File: config.mk
export PLATFORM = sky130hd
export DESIGN_NAME = nios_system_sysid_chk_timer
export DESIGN_NICKNAME = d
export VERILOG_FILES = /design/src/rtl/nios_system_sysid_chk_timer.sv
export SDC_FILE = /design/constraint.sdc
export NUM_CORES = 1
export LEC_CHECK = 0
export BUFFER_PORTS_ARGS = -buffer_cell sky130_fd_sc_hd__buf_4
export CORE_AREA = 2 2 39 41
export CTS_CLUSTER_SIZE = 12
export DETAILED_ROUTE_END_ITERATION = 7
export DIE_AREA = 0 0 41 43
export GPL_TIMING_DRIVEN = 0
export PLACE_DENSITY = 0.61
export REMOVE_ABC_BUFFERS = 1
export SETUP_SLACK_MARGIN = 0.1
export SLEW_MARGIN = 10
export SYNTH_ARGS = -nofsm -noshare
export SYNTH_HDL_FRONTEND = slang
export SYNTH_SLANG_ARGS = --single-unit
export TNS_END_PERCENT = 20
File: constraint.sdc
create_clock -name clock -period 3.45 [get_ports clock]
set_input_delay 0.345 -clock clock [delete_from_list [all_inputs] [get_ports clock]]
set_output_delay 0.345 -clock clock [all_outputs]
set_load 0.03 [all_outputs]
File: src/rtl/nios_system_sysid_chk_timer.sv
// Saturating up-counter with synchronous clear; expire flags count == limit.
module nios_system_sysid_chk_timer #(
    parameter int unsigned WIDTH = 8
) (
    input  logic             clock,
    input  logic             reset,
    input  logic             clr,
    input  logic             en,
    input  logic [WIDTH-1:0] limit,
    output logic             expire
);

    logic [WIDTH-1:0] count;

    always_ff @(posedge clock or posedge reset) begin
        if (reset) begin
            count <= '0;
        end else if (clr) begin
            count <= '0;
        end else if (en && (count != '1)) begin
            count <= count + WIDTH'(1);
        end
    end

    assign expire = (count == limit);

endmodule

Word level (Yosys, flattened, before mapping)

Index checks and enable logic that the tools add are counted.

Word-level logic and storage cells: 8
Input bits: 12
Bits in registers: 8
Output and inout bits: 1

Mux-type cells: 2
Equal/unequal tests: 2
Reductions and logical operators: 2
$add $sub $neg: 1

Operator list:

| cell                                                           | number |
|---|---|
| 8-bit 2-to-1 mux                                               | 2 |
| 8-bit by 1-bit adder with 8-bit output (second input constant) | 1 |
| 8-bit == test                                                  | 1 |
| 8-bit != test (second input constant)                          | 1 |
| 2-bit nonzero test                                             | 1 |
| 1-bit logical AND                                              | 1 |

Longest topological paths before layout

Gate-level depths: netlist (run 1).

Word-level depth: 4
Gate-level depth with buffers: 4
Depth with buffers taken out: 4

Worst setup path before layout (run 1)

OpenSTA, ideal clock, no wires.

Path type: register to register
From: reg count[0]
To: reg count[7]
Data arrival time: 1.470 ns
Required time: 3.373 ns
Stages on the path, launching flop included: 5
Path buffers: 0
Slack: 1.903 ns
Period minus slack after synthesis: 1.547 ns
Library setup time: 0.077 ns
Cells stage by stage: dfrtp_1 -> ha_1 -> and4_4 -> or4_1 -> a21oi_1

Cells in the longest elaborated chain, start to end: 3
Elaborated cells between the ends (all ways): 6
Those cells by class: add/sub: 1; eq/ne: 1; mux: 2; reduce/logical: 2

Ends and longest elaborated chain:

| item                                                                    | line   | source |
|---|---|---|
| start: declaration                                                      | 13     | `logic [WIDTH-1:0] count;` |
| start signal: assignment                                                | 21     | `count <= count + WIDTH'(1);` |
| 8-bit by 1-bit adder with 8-bit output or 8-bit != test (tied branches) | 21, 20 |  |
| 8-bit 2-to-1 mux or 1-bit logical AND (tied branches)                   | 20     | `end else if (en && (count != '1)) begin` |
| 8-bit 2-to-1 mux or 2-bit nonzero test (tied branches)                  | -      |  |

Parallel ways exist; a longest one is shown, timed or not. The select of a mux whose other input is x is not followed.
A chain may end at the register's enable or synchronous reset.

Final worst setup path (run 1)

Same ends and word-level chain as after synthesis.

==> results of run 1 <==
==> cell usage after synthesis <==
cell / n / area [µm²]
nor3b_1: 1 / 7.51
ha_1: 1 / 12.5
nand3_1: 1 / 5.00
a311oi_1: 1 / 8.76
or4_1: 1 / 7.51
a21boi_1: 1 / 7.51
xnor2_1: 8 / 70.1
a31oi_1: 1 / 6.26
a21oi_1: 4 / 20.0
nor2_1: 2 / 7.51
nand4_1: 3 / 18.8
nand2_1: 1 / 3.75
nor4_1: 1 / 6.26
and3_2: 1 / 7.51
mux2i_1: 1 / 10.0
a211oi_1: 2 / 15.0
and4_4: 1 / 11.3
nand2b_1: 2 / 12.5
inv_1: 3 / 11.3
nand4_2: 1 / 12.5
nor2b_1: 1 / 6.26
nor3_1: 4 / 20.0
and3_1: 1 / 6.26
o21ai_0: 1 / 5.00
dfrtp_1: 8 / 200
buf_4: 1 / 7.51
o31ai_1: 1 / 7.51
mux2_1: 1 / 11.3
==> worst max-delay path: cells and delay by family, from the launching register on <==
family	cells	cell delay, ns
flops	1	0.43
fa+ha+maj	1	0.27
compound gates	1	0.18
simple gates	2	0.74
==> metrics by stage <==
stage,power (mW),hold slack [ns]
finish,0.202,0.0277
global route,0.214,0.0604
CTS,0.204,0.0367
detailed placement,0.130,0.317
global placement,0.129,0.325
floorplan,0.115,0.161
==> cell families (layout without fill, tap and decap cells) <==
logic type / count (synthesis) / after routing / synth area share, %
buffers and inverters: 4 / 18 / 3.57
adder cells (fa/ha/maj): 1 / 1 / 2.38
XOR/XNOR: 8 / 8 / 13.3
flip-flops: 8 / 8 / 38.1
AO/OA/AOI/OAI: 11 / 11 / 13.3
multiplexers: 2 / 2 / 4.05
AND/OR/NAND/NOR: 21 / 21 / 25.2
==> cell type report <==
type | count | area [µm²] | share of cell area (%)
sequential | 8 | 200 | 30.8
multi-input combinational | 43 | 307 | 47.1
tap | 16 | 20.0 | 3.08
clock buffer | 3 | 22.5 | 3.46
inverter | 3 | 11.3 | 1.73
timing repair buffer | 12 | 90.1 | 13.8
==> per-layer routing <==
metal,routed length (µm),GRT usage (%),vias to the layer above
met1,544,25.3,216
met4,20,10.0,0
met3,67,6.28,3
met2,513,22.2,15
met5,0,0,-
li1,-,-,237
==> power groups by stage <==
stage / clock network (mW) / registers [mW] / logic [mW]
after floorplan: 0 / 0.101 / 0.0140
after global placement: 0 / 0.101 / 0.0280
after detailed placement: 0 / 0.101 / 0.0285
after CTS: 0.0758 / 0.0995 / 0.0288
after global routing: 0.0830 / 0.0999 / 0.0315
final: 0.0737 / 0.0996 / 0.0282
==> worst max-delay path by stage <==
stage | from | to | slack [ns] | cells past startpoint
after floorplan | count[0] | count[7] | 1.90 | 4
after global placement | count[0] | count[0] | 1.81 | 4
after detailed placement | count[0] | count[7] | 1.76 | 4
after CTS | count[0] | count[7] | 1.74 | 4
after global routing | count[0] | count[7] | 1.67 | 4
final | count[0] | count[7] | 1.75 | 4
==> flow_summary.ini, run 1 <==
[outcome]
outcome = finished clean

[critical_path]
crit_type = flip-flop to flip-flop
path_cells = ha_1, and4_4, or4_1, a21oi_1
crit_path_start_kind = flip-flop
ff2ff_path_depth = 4
cp-end-kind = flip-flop
arrival_ns = 1.88
crit_required_ns = 3.63
cpMaxStageDelayCell = or4_1
critical_path.max_stage_delay_ns = 0.51
critPathMaxFanout = 5
timing.rr.end = count[7]
r2r_slack_ns = 1.75
r2r_start = count[0]

[synth]
synth_cell_type_count = 28
syn_area_um2 = 526
yosysSeqAreaShare_pct = 38.1
syn_inst = 55
yosys_warnings = 0
syn_avg_cell_area_um2 = 9.55
synth.ff_latch_count = 8

[cells_and_area]
largest_reg_flops = 8
postLayoutCoreUtil_pct = 47.0
reg_top3 = count x8
final_common_cell = buf_4
areaGrowthSynthToFinish_pct = 23.8
fill_cells = 133
final_cell_mix = buf_4 (12), xnor2_1 (8), dfrtp_1 (8), a21oi_1 (4), nor3_1 (4)
antennaDiodeCount = 0
nets = 84
drive_gt1_share_pct = 26.1
layout.cells.non_filler = 85
stdcell_area_um2 = 651
largest-register = count

[sta]
drv_slew = 0
setup_viol_count_final = 0
rsz0062_at_grt = no
max_freq_mhz = 589
max_slew.worst_pin.slew_ns = 0.305
skew_ns = 0.00358
report.final.hold_viol_count = 0
layout_setup_ws_ns = 1.75
min_period_ns = 1.70
relSlewSlack_pct = 79.6
setup-tns-final_ns = 0
fin_crit_sh_pct = 49.2

[detailed_routing]
via_per_inst = 5.54
wirelength_um = 1150
routedWlPerCell_um = 13.5
dr.pass1.iters = 4
drc = 0
drtIter0Drc = 21
num_vias = 471
drtAntennaViolNets = 0

[power_and_ir_drop]
p_switching_mw = 0.0486
p_int_mw = 0.153
sw_frac_of_total_pct = 24.1
comb_power_share_pct = 14.0
power_frac_seq_pct = 49.4
peakVddDrop_uv = 181
power_density_mw_per_mm2 = 310
leakage_nw = 0.269
clockPowerShare_pct = 36.6

[place]
port-buffer-count = 12
pre_cts_ws_ns = 1.76
dp_hpwl_um = 867
gp_congestion = 0.788
placed_area_um2 = 628
dp.cells = 82

[grt]
grt_max_degree = 11
grt_pass1_wl_um = 2010
grt_pass1_vias = 442
grt.total_usage_pct = 17.7
grt.overflow.total = 0
antenna_found_initial = 0

[floorplan]
fp.dieW_um = 41
initial_utilization_pct = 38.0
dieArea_mm2 = 0.00176
die_h_um = 43
num_rows = 14
fp.coreArea_mm2 = 0.00138
io_pins = 13

[clock_network]
numCtsBuffers = 3
root_buffer = clkbuf_4
htreeDepth = 1
cts_resized = 0
cts.sinks = 8
cts_tree = done
hold_buffers = 0
clk_pin_slew_ns = 0.06
cts_buffer_depth = 2
post-cts-setup-buffers = 0
worstSkewPairLatency_ns = 0.26

[run]
maxCapViolCount = 0

[hold_path]
hold_path_class = primary input to asynchronous set/reset pin
No activity file was read; power rests on OpenSTA's default activity.
==> run 2: changes to the inputs <==
ABC_AREA = 1   (was unset)
PLACE_DENSITY = 0.64   (was 0.61)
clock period = 1.75 ns   (was 3.45 ns; I/O delays follow)
==> run 2 against run 1 <==
Via count is 16% higher. Non-clock buffer count up 1. Sequential power is 96% higher. Largest power group unchanged.
==> flow_summary.ini, run 2 <==
[floorplan]
io_pins = 13
fp.dieW_um = 41
fp.coreArea_mm2 = 0.00138
die_h_um = 43
dieArea_mm2 = 0.00176
initial_utilization_pct = 41.0
num_rows = 14

[grt]
grt_pass1_vias = 483
grt.overflow.total = 0
grt_pass1_wl_um = 1970
grt.total_usage_pct = 17.7
antenna_found_initial = 0
grt_max_degree = 9

[critical_path]
crit_required_ns = 1.95
cp-end-kind = flip-flop
arrival_ns = 1.67
crit_type = flip-flop to flip-flop
crit_path_start_kind = flip-flop
critPathMaxFanout = 5

[place]
port-buffer-count = 12
dp_hpwl_um = 957
dp.cells = 107
gp_congestion = 0.760

[cells_and_area]
largest_reg_flops = 8
largest-register = count
fill_cells = 139
nets = 110
postLayoutCoreUtil_pct = 51.4
antennaDiodeCount = 0
areaGrowthSynthToFinish_pct = 25.1
final_cell_mix = nand2_1 (19), buf_4 (12), inv_1 (10), xnor2_1 (8), dfrtp_1 (8)
final_common_cell = nand2_1
reg_top3 = count x8
drive_gt1_share_pct = 22.1
layout.cells.non_filler = 111
multi_input_area_um2 = 325
regArea_um2 = 200

[synth]
synth_cell_type_count = 17
synth.ff_latch_count = 8
yosys_warnings = 0
yosysSeqAreaShare_pct = 35.2
netlist_top_cells_count = nand2_1 (19), inv_1 (10), dfrtp_1 (8), xnor2_1 (8), nor2_1 (7)
syn_inst = 79
synth.most_common_cell = nand2_1
yosysTopAreaCell = dfrtp_1
synth_area_leaders = dfrtp_1 (35%), nand2_1 (13%), xnor2_1 (12%)
syn_area_um2 = 568
synth_edf_count = 0
synth_ff_type = dfrtp_1
syn_avg_cell_area_um2 = 7.19
async_flop_share_pct = 100
yosysTopAreaCellShare_pct = 35.2

[clock_network]
cts_resized = 0
clk_pin_slew_ns = 0.06
cts.sinks = 8
worstSkewPairLatency_ns = 0.26
root_buffer = clkbuf_4
cts_tree = done
htreeDepth = 1
cts_buffer_depth = 2
numCtsBuffers = 3

[detailed_routing]
via_per_inst = 4.92
drtAntennaViolNets = 0
num_vias = 546
drtIter0Drc = 3
wirelength_um = 1280
drc = 0
dr.pass1.iters = 5
routedWlPerCell_um = 11.5

[hold_path]
hold_path_class = primary input to flip-flop

[power_and_ir_drop]
power_density_mw_per_mm2 = 580
leakage_nw = 0.346
peakVddDrop_uv = 359
power.total_mw = 0.412

[sta]
max_slew.worst_pin.slew_ns = 0.430
max_freq_mhz = 681
report.final.hold_viol_count = 0
skew_ns = 0.00174
fin_crit_sh_pct = 83.9
rsz0062_at_grt = no
whs_ns = 0.199
setup-tns-final_ns = 0
drv_slew = 0
setup_viol_count_final = 0
min_period_ns = 1.47
relSlewSlack_pct = 71.4

[outcome]
outcome = finished clean

[run]
maxCapViolCount = 0
-- run 2: where the power goes --
group	total, mW	internal, mW	switching (mW)
sequential	0.195	0.189	0.00619
combinational	0.0660	0.0345	0.0315
clock	0.151	0.0791	0.0718
total	0.412	0.303	0.110
-- run 2: critical path, stage by stage (launching register included) --
cell and delay, ns:
dfrtp_1 0.42, ha_1 0.24, nand2_2 0.11, nor2_2 0.05
a21oi_1 0.35, nand4_1 0.15, nand2_1 0.08
-- run 2: repair_timing --
action / 4_1_cts / 5_1_grt
setup buffers: 0 / 0
hold buffers: 1 / 0
endpoints found under the hold margin: 8 / 0
-- run 2: cells by family (layout without fill, tap and decap cells) --
family | Yosys count | count (layout) | share of synthesized area, %
flip-flops | 8 | 8 | 35.2
AO/OA/AOI/OAI | 10 | 10 | 9.03
adder cells (fa/ha/maj) | 1 | 1 | 2.20
buffers and inverters | 11 | 27 | 7.49
AND/OR/NAND/NOR | 40 | 40 | 32.2
XOR/XNOR | 9 | 9 | 13.9
-- run 2: final cells by class --
cell class	instances	area share [%]
multi-input cells	60	45.8
flip-flops and latches	8	28.2
repair buffers	13	14.1
inverters	11	5.99
clock buffers	3	3.17
well taps	16	2.82
-- run 2: worst paths after layout --
check / to / slack (ns) / cells past startpoint / from
max: count[7] / 0.28 / 6 / count[0]
min: count[5] / 0.20 / 4 / clr
max reg2reg: count[7] / 0.28 / 6 / count[0]
min reg2reg: count[7] / 0.55 / 2 / count[7]
max in group asynchronous: count[5] / 1.09 / 3 / reset
min in group asynchronous: count[0] / 0.42 / 3 / reset
-- run 2: stage by stage --
stage                     cell area, µm²  worst slack (ns)
after floorplan                      568             0.495
after global placement               678             0.331
after detailed placement             678             0.303
after CTS                            711             0.268
after global routing                 711             0.191
final                                711             0.282
-- run 2: routing by layer --
metal  track usage (%)  vias up  part of all wire (%)
met5                 0        -                     0
met2              26.9       10                    49
met3              4.71        5                   4.3
met1              18.5      245                    43
li1                  -      286                     -
met4              16.0        0                   4.1
